--- src/rtl/id_ex_control.sv ---
// Decode-stage control unit and ID/EX control pipeline register.
// Decodes InstrD into the main control signals and the ALU control code,
// registers them into EX, and detects load-use hazards that need an EX bubble.
module id_ex_control #(
  parameter int XLEN = 32
) (
  input  logic            clk,
  input  logic            reset_n,
  input  logic [XLEN-1:0] InstrD,
  input  logic            ValidD,
  input  logic            PCSrcE,
  output logic [1:0]      ImmSrcD,
  output logic            StallF,
  output logic            StallD,
  output logic            FlushD,
  output logic            RegWriteE,
  output logic [1:0]      ResultSrcE,
  output logic            MemWriteE,
  output logic            JumpE,
  output logic            BranchE,
  output logic            ALUSrcE,
  output logic [2:0]      ALUControlE,
  output logic [4:0]      Rs1E,
  output logic [4:0]      Rs2E,
  output logic [4:0]      RdE,
  output logic            ValidE,
  output logic            IllegalE
);

  typedef enum logic [6:0] {
    OP_LW  = 7'b0000011,
    OP_SW  = 7'b0100011,
    OP_R   = 7'b0110011,
    OP_I   = 7'b0010011,
    OP_BEQ = 7'b1100011,
    OP_JAL = 7'b1101111
  } opcode_e;

  typedef enum logic [1:0] {
    ALUOP_ADD   = 2'b00,
    ALUOP_SUB   = 2'b01,
    ALUOP_FUNCT = 2'b10
  } aluop_e;

  typedef enum logic [2:0] {
    ALU_ADD = 3'b000,
    ALU_SUB = 3'b001,
    ALU_AND = 3'b010,
    ALU_OR  = 3'b011,
    ALU_SLT = 3'b101
  } aluctl_e;

  opcode_e     op;
  logic [2:0]  funct3;
  logic        funct7b5;
  logic [4:0]  rs1_d;
  logic [4:0]  rs2_d;
  logic [4:0]  rd_d;
  logic        unused_instr_bits;

  assign op       = opcode_e'(InstrD[6:0]);
  assign funct3   = InstrD[14:12];
  assign funct7b5 = InstrD[30];
  assign rs1_d    = InstrD[19:15];
  assign rs2_d    = InstrD[24:20];
  assign rd_d     = InstrD[11:7];
  assign unused_instr_bits = ^{InstrD[31], InstrD[29:25]};

  logic        regwrite_d;
  logic [1:0]  resultsrc_d;
  logic        memwrite_d;
  logic        jump_d;
  logic        branch_d;
  logic        alusrc_d;
  logic [1:0]  immsrc_d;
  aluop_e      aluop_d;
  aluctl_e     aluctl_d;
  logic        illegal_d;

  // Main decode plus ALU decode; illegal encodings collapse to all-zero controls
  always_comb begin
    regwrite_d  = 1'b0;
    resultsrc_d = 2'b00;
    memwrite_d  = 1'b0;
    jump_d      = 1'b0;
    branch_d    = 1'b0;
    alusrc_d    = 1'b0;
    immsrc_d    = 2'b00;
    aluop_d     = ALUOP_ADD;
    aluctl_d    = ALU_ADD;
    illegal_d   = 1'b0;
    if (ValidD) begin
      case (op)
        OP_LW: begin
          regwrite_d  = 1'b1;
          alusrc_d    = 1'b1;
          resultsrc_d = 2'b01;
        end
        OP_SW: begin
          memwrite_d = 1'b1;
          immsrc_d   = 2'b01;
          alusrc_d   = 1'b1;
        end
        OP_R: begin
          regwrite_d = 1'b1;
          aluop_d    = ALUOP_FUNCT;
        end
        OP_I: begin
          regwrite_d = 1'b1;
          alusrc_d   = 1'b1;
          aluop_d    = ALUOP_FUNCT;
        end
        OP_BEQ: begin
          branch_d = 1'b1;
          immsrc_d = 2'b10;
          aluop_d  = ALUOP_SUB;
        end
        OP_JAL: begin
          regwrite_d  = 1'b1;
          jump_d      = 1'b1;
          immsrc_d    = 2'b11;
          resultsrc_d = 2'b10;
        end
        default: illegal_d = 1'b1;
      endcase

      case (aluop_d)
        ALUOP_SUB: aluctl_d = ALU_SUB;
        ALUOP_FUNCT: begin
          case (funct3)
            3'b000:  aluctl_d = (InstrD[5] & funct7b5) ? ALU_SUB : ALU_ADD;
            3'b010:  aluctl_d = ALU_SLT;
            3'b110:  aluctl_d = ALU_OR;
            3'b111:  aluctl_d = ALU_AND;
            default: illegal_d = 1'b1;
          endcase
        end
        default: aluctl_d = ALU_ADD;
      endcase

      if (illegal_d) begin
        regwrite_d  = 1'b0;
        resultsrc_d = 2'b00;
        memwrite_d  = 1'b0;
        jump_d      = 1'b0;
        branch_d    = 1'b0;
        alusrc_d    = 1'b0;
        immsrc_d    = 2'b00;
        aluctl_d    = ALU_ADD;
      end
    end
  end

  assign ImmSrcD = immsrc_d;

  logic lw_stall;
  logic flush_e;

  // Load-use hazard: a load in EX whose rd feeds either source of the D instruction
  always_comb begin
    lw_stall = ValidD & ValidE & (ResultSrcE == 2'b01) & (RdE != 5'd0) &
               ((RdE == rs1_d) | (RdE == rs2_d));
    flush_e  = lw_stall | PCSrcE;
  end

  assign StallF = lw_stall;
  assign StallD = lw_stall;
  assign FlushD = PCSrcE;

  // ID/EX register: bubble on reset or flush, otherwise load the decoded slot
  always_ff @(posedge clk or negedge reset_n) begin
    if (!reset_n) begin
      RegWriteE   <= 1'b0;
      ResultSrcE  <= '0;
      MemWriteE   <= 1'b0;
      JumpE       <= 1'b0;
      BranchE     <= 1'b0;
      ALUSrcE     <= 1'b0;
      ALUControlE <= '0;
      Rs1E        <= '0;
      Rs2E        <= '0;
      RdE         <= '0;
      ValidE      <= 1'b0;
      IllegalE    <= 1'b0;
    end else if (flush_e) begin
      RegWriteE   <= 1'b0;
      ResultSrcE  <= '0;
      MemWriteE   <= 1'b0;
      JumpE       <= 1'b0;
      BranchE     <= 1'b0;
      ALUSrcE     <= 1'b0;
      ALUControlE <= '0;
      Rs1E        <= '0;
      Rs2E        <= '0;
      RdE         <= '0;
      ValidE      <= 1'b0;
      IllegalE    <= 1'b0;
    end else begin
      RegWriteE   <= regwrite_d;
      ResultSrcE  <= resultsrc_d;
      MemWriteE   <= memwrite_d;
      JumpE       <= jump_d;
      BranchE     <= branch_d;
      ALUSrcE     <= alusrc_d;
      ALUControlE <= aluctl_d;
      Rs1E        <= rs1_d;
      Rs2E        <= rs2_d;
      RdE         <= rd_d;
      ValidE      <= ValidD;
      IllegalE    <= illegal_d;
    end
  end

endmodule

--- config.mk ---
export PLATFORM = sky130hd
export DESIGN_NAME = id_ex_control
export DESIGN_NICKNAME = d
export VERILOG_FILES = /design/src/rtl/id_ex_control.sv
export SDC_FILE = /design/constraint.sdc
export NUM_CORES = 1
export LEC_CHECK = 0
export CELL_PAD_IN_SITES_DETAIL_PLACEMENT = 0
export CELL_PAD_IN_SITES_GLOBAL_PLACEMENT = 1
export CORE_MARGIN = 2
export CORE_UTILIZATION = 30
export CTS_CLUSTER_DIAMETER = 150
export CTS_CLUSTER_SIZE = 12
export DETAILED_ROUTE_END_ITERATION = 6
export GPL_ROUTABILITY_DRIVEN = 1
export PLACE_DENSITY_LB_ADDON = 0.1
export SLEW_MARGIN = 20
export SYNTH_ARGS = -nofsm -noshare
export SYNTH_HDL_FRONTEND = slang
export SYNTH_SLANG_ARGS = --single-unit
--- constraint.sdc ---
create_clock -name clk -period 3.4 [get_ports clk]
set_input_delay 0.34 -clock clk [delete_from_list [all_inputs] [get_ports clk]]
set_output_delay 0.34 -clock clk [all_outputs]
set_load 0.01 [all_outputs]
==> run metrics <==
leakage power figure roughly 0.84 nW; maximum fanout along the worst path 6; PwrDens about 310 nW/um2; post-synthesis simple-gate area fraction 0.2622; antenna violations before repair 0; Synth Area in Compound Gates 0.07241; later-pin clock latency in the skew report approximately 0.27 ns; outcome finished clean; CP required 3.06 ns; combinational family with the most area after synthesis simple AND/OR/NAND/NOR gates; ratio of final minimum period to clock period 0.9612; htree depth 1; TritonCTS clock tree done; crit path kind in2out; Slew Limit Headroom 0.7253; sum of overflow across all layers after global routing 0; count of boundary I/O pins 68; initial standard-cell utilization of the core 0.3151; y dimension of the die a little under 70 um; hold_buf cts 0; FMAX around 300 MHz; launch point of the worst reg-to-reg path RdE[2]$_DFF_PN0_; total nets after synthesis ~160; width of the die slightly below 70 um; combined global-route utilization of all metal layers 0.1409; Final min period 3.268 ns; first-pass iteration count of the detailed router 3; number of maximum-capacitance violations 0; number of warning messages in the yosys log 0; post-placement cell count roughly 230; start point of the critical path InstrD[4]; final-stage net count approximately 230; Post-Place Setup Slack about 0.077 ns; startpoint type of the worst setup path primary input; Min-Delay Path Class in2async; vias per std cell 4.742; count of endpoints failing hold in the final timing report 0; Routed wire per std cell roughly 13 um; synthesis-to-layout area growth 59.59%; Synth Cell Area roughly 1300 um2; final hold slack 0.4377 ns; Core Area between 4000 and 5000 um2; endpoint class of the critical path output pin; HPWL reported at the end of detailed placement about 2400 um; post-synthesis area per instance around 11 um2; fraction of layout instances using a drive strength above 1 0.1075; worst reg-to-reg path cell count 6; XOR/XNOR share of the synthesized area 0.06849; number of slew-limit violations in the final report 0; gate count after technology mapping around 120; endpoint arrival time on the critical path slightly below 3 ns; FF-to-FF End ALUSrcE$_DFF_PN0_; adder-cell share of the synthesized area 0.01957; Die Outline Area 4800 um2; DRC violations left 0; Antenna Nets Post-Route 0; count of buffers inserted at the top-level ports 61; cell at the root of the clock tree clkbuf_8; share of the core filled with cells 0.5029; multiplexer area fraction after synthesis 0.007828; setup TNS 0 ns; count of vias placed by the detailed router around 1100; total clock buffers created by CTS 3; n_diodes 0; worst path setup slack after routing between 0.1 and 0.15 ns; setup repair after global routing missed its margin false; share of the yosys chip area belonging to registers 0.5284; first-pass GRT wire length between 5000 and 6000 um; setup slack of the worst register-to-register path 1.41 ns; transition time of the tightest slew-check pin 0.4121 ns; Iteration-0 DRC Markers between 40 and 50; overall routed net length 3079 um; routability cong. ~0.84; maximum number of pins on one net before global-route repair 28; CTS Buffer Depth 2; number of global-route vias before repair 1270; flip-flop and latch count after synthesis 27; clock sink count 27; clock-pin slew of the registers on the worst-case setup and hold paths 0.09 ns; final instance count without filler cells between 200 and 250; Final Skew approximately 0.002 ns; standard-cell row count 23; total of endpoints with negative setup slack in the final report 0; peak ir drop on the vdd network between 0.1 and 0.15 mV; number of distinct standard cells referenced by the synthesized netlist 32
==> per-layer routing <==
metal	up-vias	wire length (um)	GRT usage	share of wire
met5	-	0	0	0
met4	0	48	0.06536	0.016
met3	5	173	0.02035	0.056
met2	44	1639	0.2682	0.53
met1	522	1217	0.1513	0.40
li1	548	-	-	-
==> registers in the layout, summed over array words and instances, names as in the netlist, 2 cells and up <==
| signal | count |
|---|---|
| Rs1E | 5 |
| ResultSrcE | 2 |
| ALUControlE | 3 |
| Rs2E | 5 |
| RdE | 5 |
==> worst max-delay path: stages <==
cell and delay (ns):
clkdlybuf4s50_1 0.47, nor2b_2 0.19, nand4_1 0.12, or2_2 0.33
ha_1 0.23, a21oi_2 0.16, nand2_2 0.08, buf_4 0.16
a211oi_1 0.26, clkdlybuf4s50_1 0.59
==> how the worst max path moves through the flow <==
stage / endpoint
6_report: ImmSrcD[1]
5_1_grt: ImmSrcD[1]
4_1_cts: ImmSrcD[0]
3_5_place_dp: ImmSrcD[0]
3_3_place_gp: ImmSrcD[0]
2_1_floorplan: ImmSrcD[0]
==> cell families (layout without fill, tap and decap cells) <==
group                      Yosys count  after routing
and+or+nand+nor                     58             58
adders and majority gates            2              2
AOI/OAI and AO/OA                    9              9
xor gates and xnor gates            10             10
buffers and inverters               10             79
DFF                                 27             27
muxes                                1              1
==> layout by cell type, fill, tap and decap left out <==
cell	instances
buf_4	10
dfrtp_1	27
a21oi_2	1
nand2b_1	2
a2111oi_0	1
inv_1	4
a31o_2	1
or3_1	3
o22ai_1	1
nand4_1	2
and2_1	1
nor2b_2	1
dlymetal6s2s_1	1
nor3b_1	15
clkinv_2	1
nand2_2	1
mux2i_1	1
nand3_1	5
nand2_1	7
or2_1	1
a2111oi_1	1
clkdlybuf4s50_1	60
xor2_1	6
or2_2	1
ha_1	2
nor3_1	10
xnor2_1	4
nor4_1	3
a221o_1	1
clkbuf_8	3
nor2_1	5
a211oi_1	1
nand4b_1	1
a31oi_1	1
a221oi_4	1
==> stage by stage <==
step | area [um2] | power, mW
6_report | 2041 | 0.6320
3_5_place_dp | 1989 | 0.4617
2_1_floorplan | 1279 | 0.3840
4_1_cts | 2036 | 0.6441
3_3_place_gp | 1989 | 0.4606
5_1_grt | 2041 | 0.6677
==> cell type report <==
| class | count | area [um2] |
|---|---|---|
| Fill cell | 387 | 2017 |
| Timing Repair Buffer | 71 | 688.2 |
| Sequential cell | 27 | 675.6 |
| Multi-Input combinational cell | 80 | 553.0 |
| Tap cell | 50 | 62.56 |
| Clock buffer | 3 | 41.29 |
| Inverter | 4 | 15.01 |
| Clock inverter | 1 | 5.005 |
==> report_power, final <==
group / internal (mW) / switching (mW)
Clock: 0.0820 / 0.0962
Sequential: 0.331 / 0.00625
Combinational: 0.0692 / 0.0473
==> synth_stat cells, drive strengths merged <==
| cell type | count | area share |
|---|---|---|
| or3 | 3 | 0.015 |
| a211oi | 1 | 0.0059 |
| nand4b | 1 | 0.0069 |
| a31oi | 1 | 0.0049 |
| a221oi | 1 | 0.021 |
| inv | 4 | 0.012 |
| nor3 | 10 | 0.039 |
| nand3 | 5 | 0.020 |
| dfrtp | 27 | 0.53 |
| a21oi | 1 | 0.0069 |
| nor3b | 15 | 0.088 |
| xnor2 | 4 | 0.027 |
| mux2i | 1 | 0.0078 |
| buf | 4 | 0.023 |
| o22ai | 1 | 0.0049 |
| and2 | 1 | 0.0049 |
| ha | 2 | 0.020 |
| nand4 | 2 | 0.0098 |
| nand2b | 2 | 0.0098 |
| nor4 | 3 | 0.015 |
| nand2 | 8 | 0.025 |
| a221o | 1 | 0.0078 |
| nor2b | 1 | 0.0049 |
| a31o | 1 | 0.0069 |
| clkbuf | 2 | 0.0059 |
| nor2 | 5 | 0.015 |
| xor2 | 6 | 0.041 |
| or2 | 2 | 0.0098 |
| a2111oi | 2 | 0.015 |
==> what timing repair did <==
item | CTS | global route
endpoints found under the setup margin | 0 | 2
resized for setup | 0 | 2
setup buffers | 0 | 0
Power figures use the tool's default switching activity.
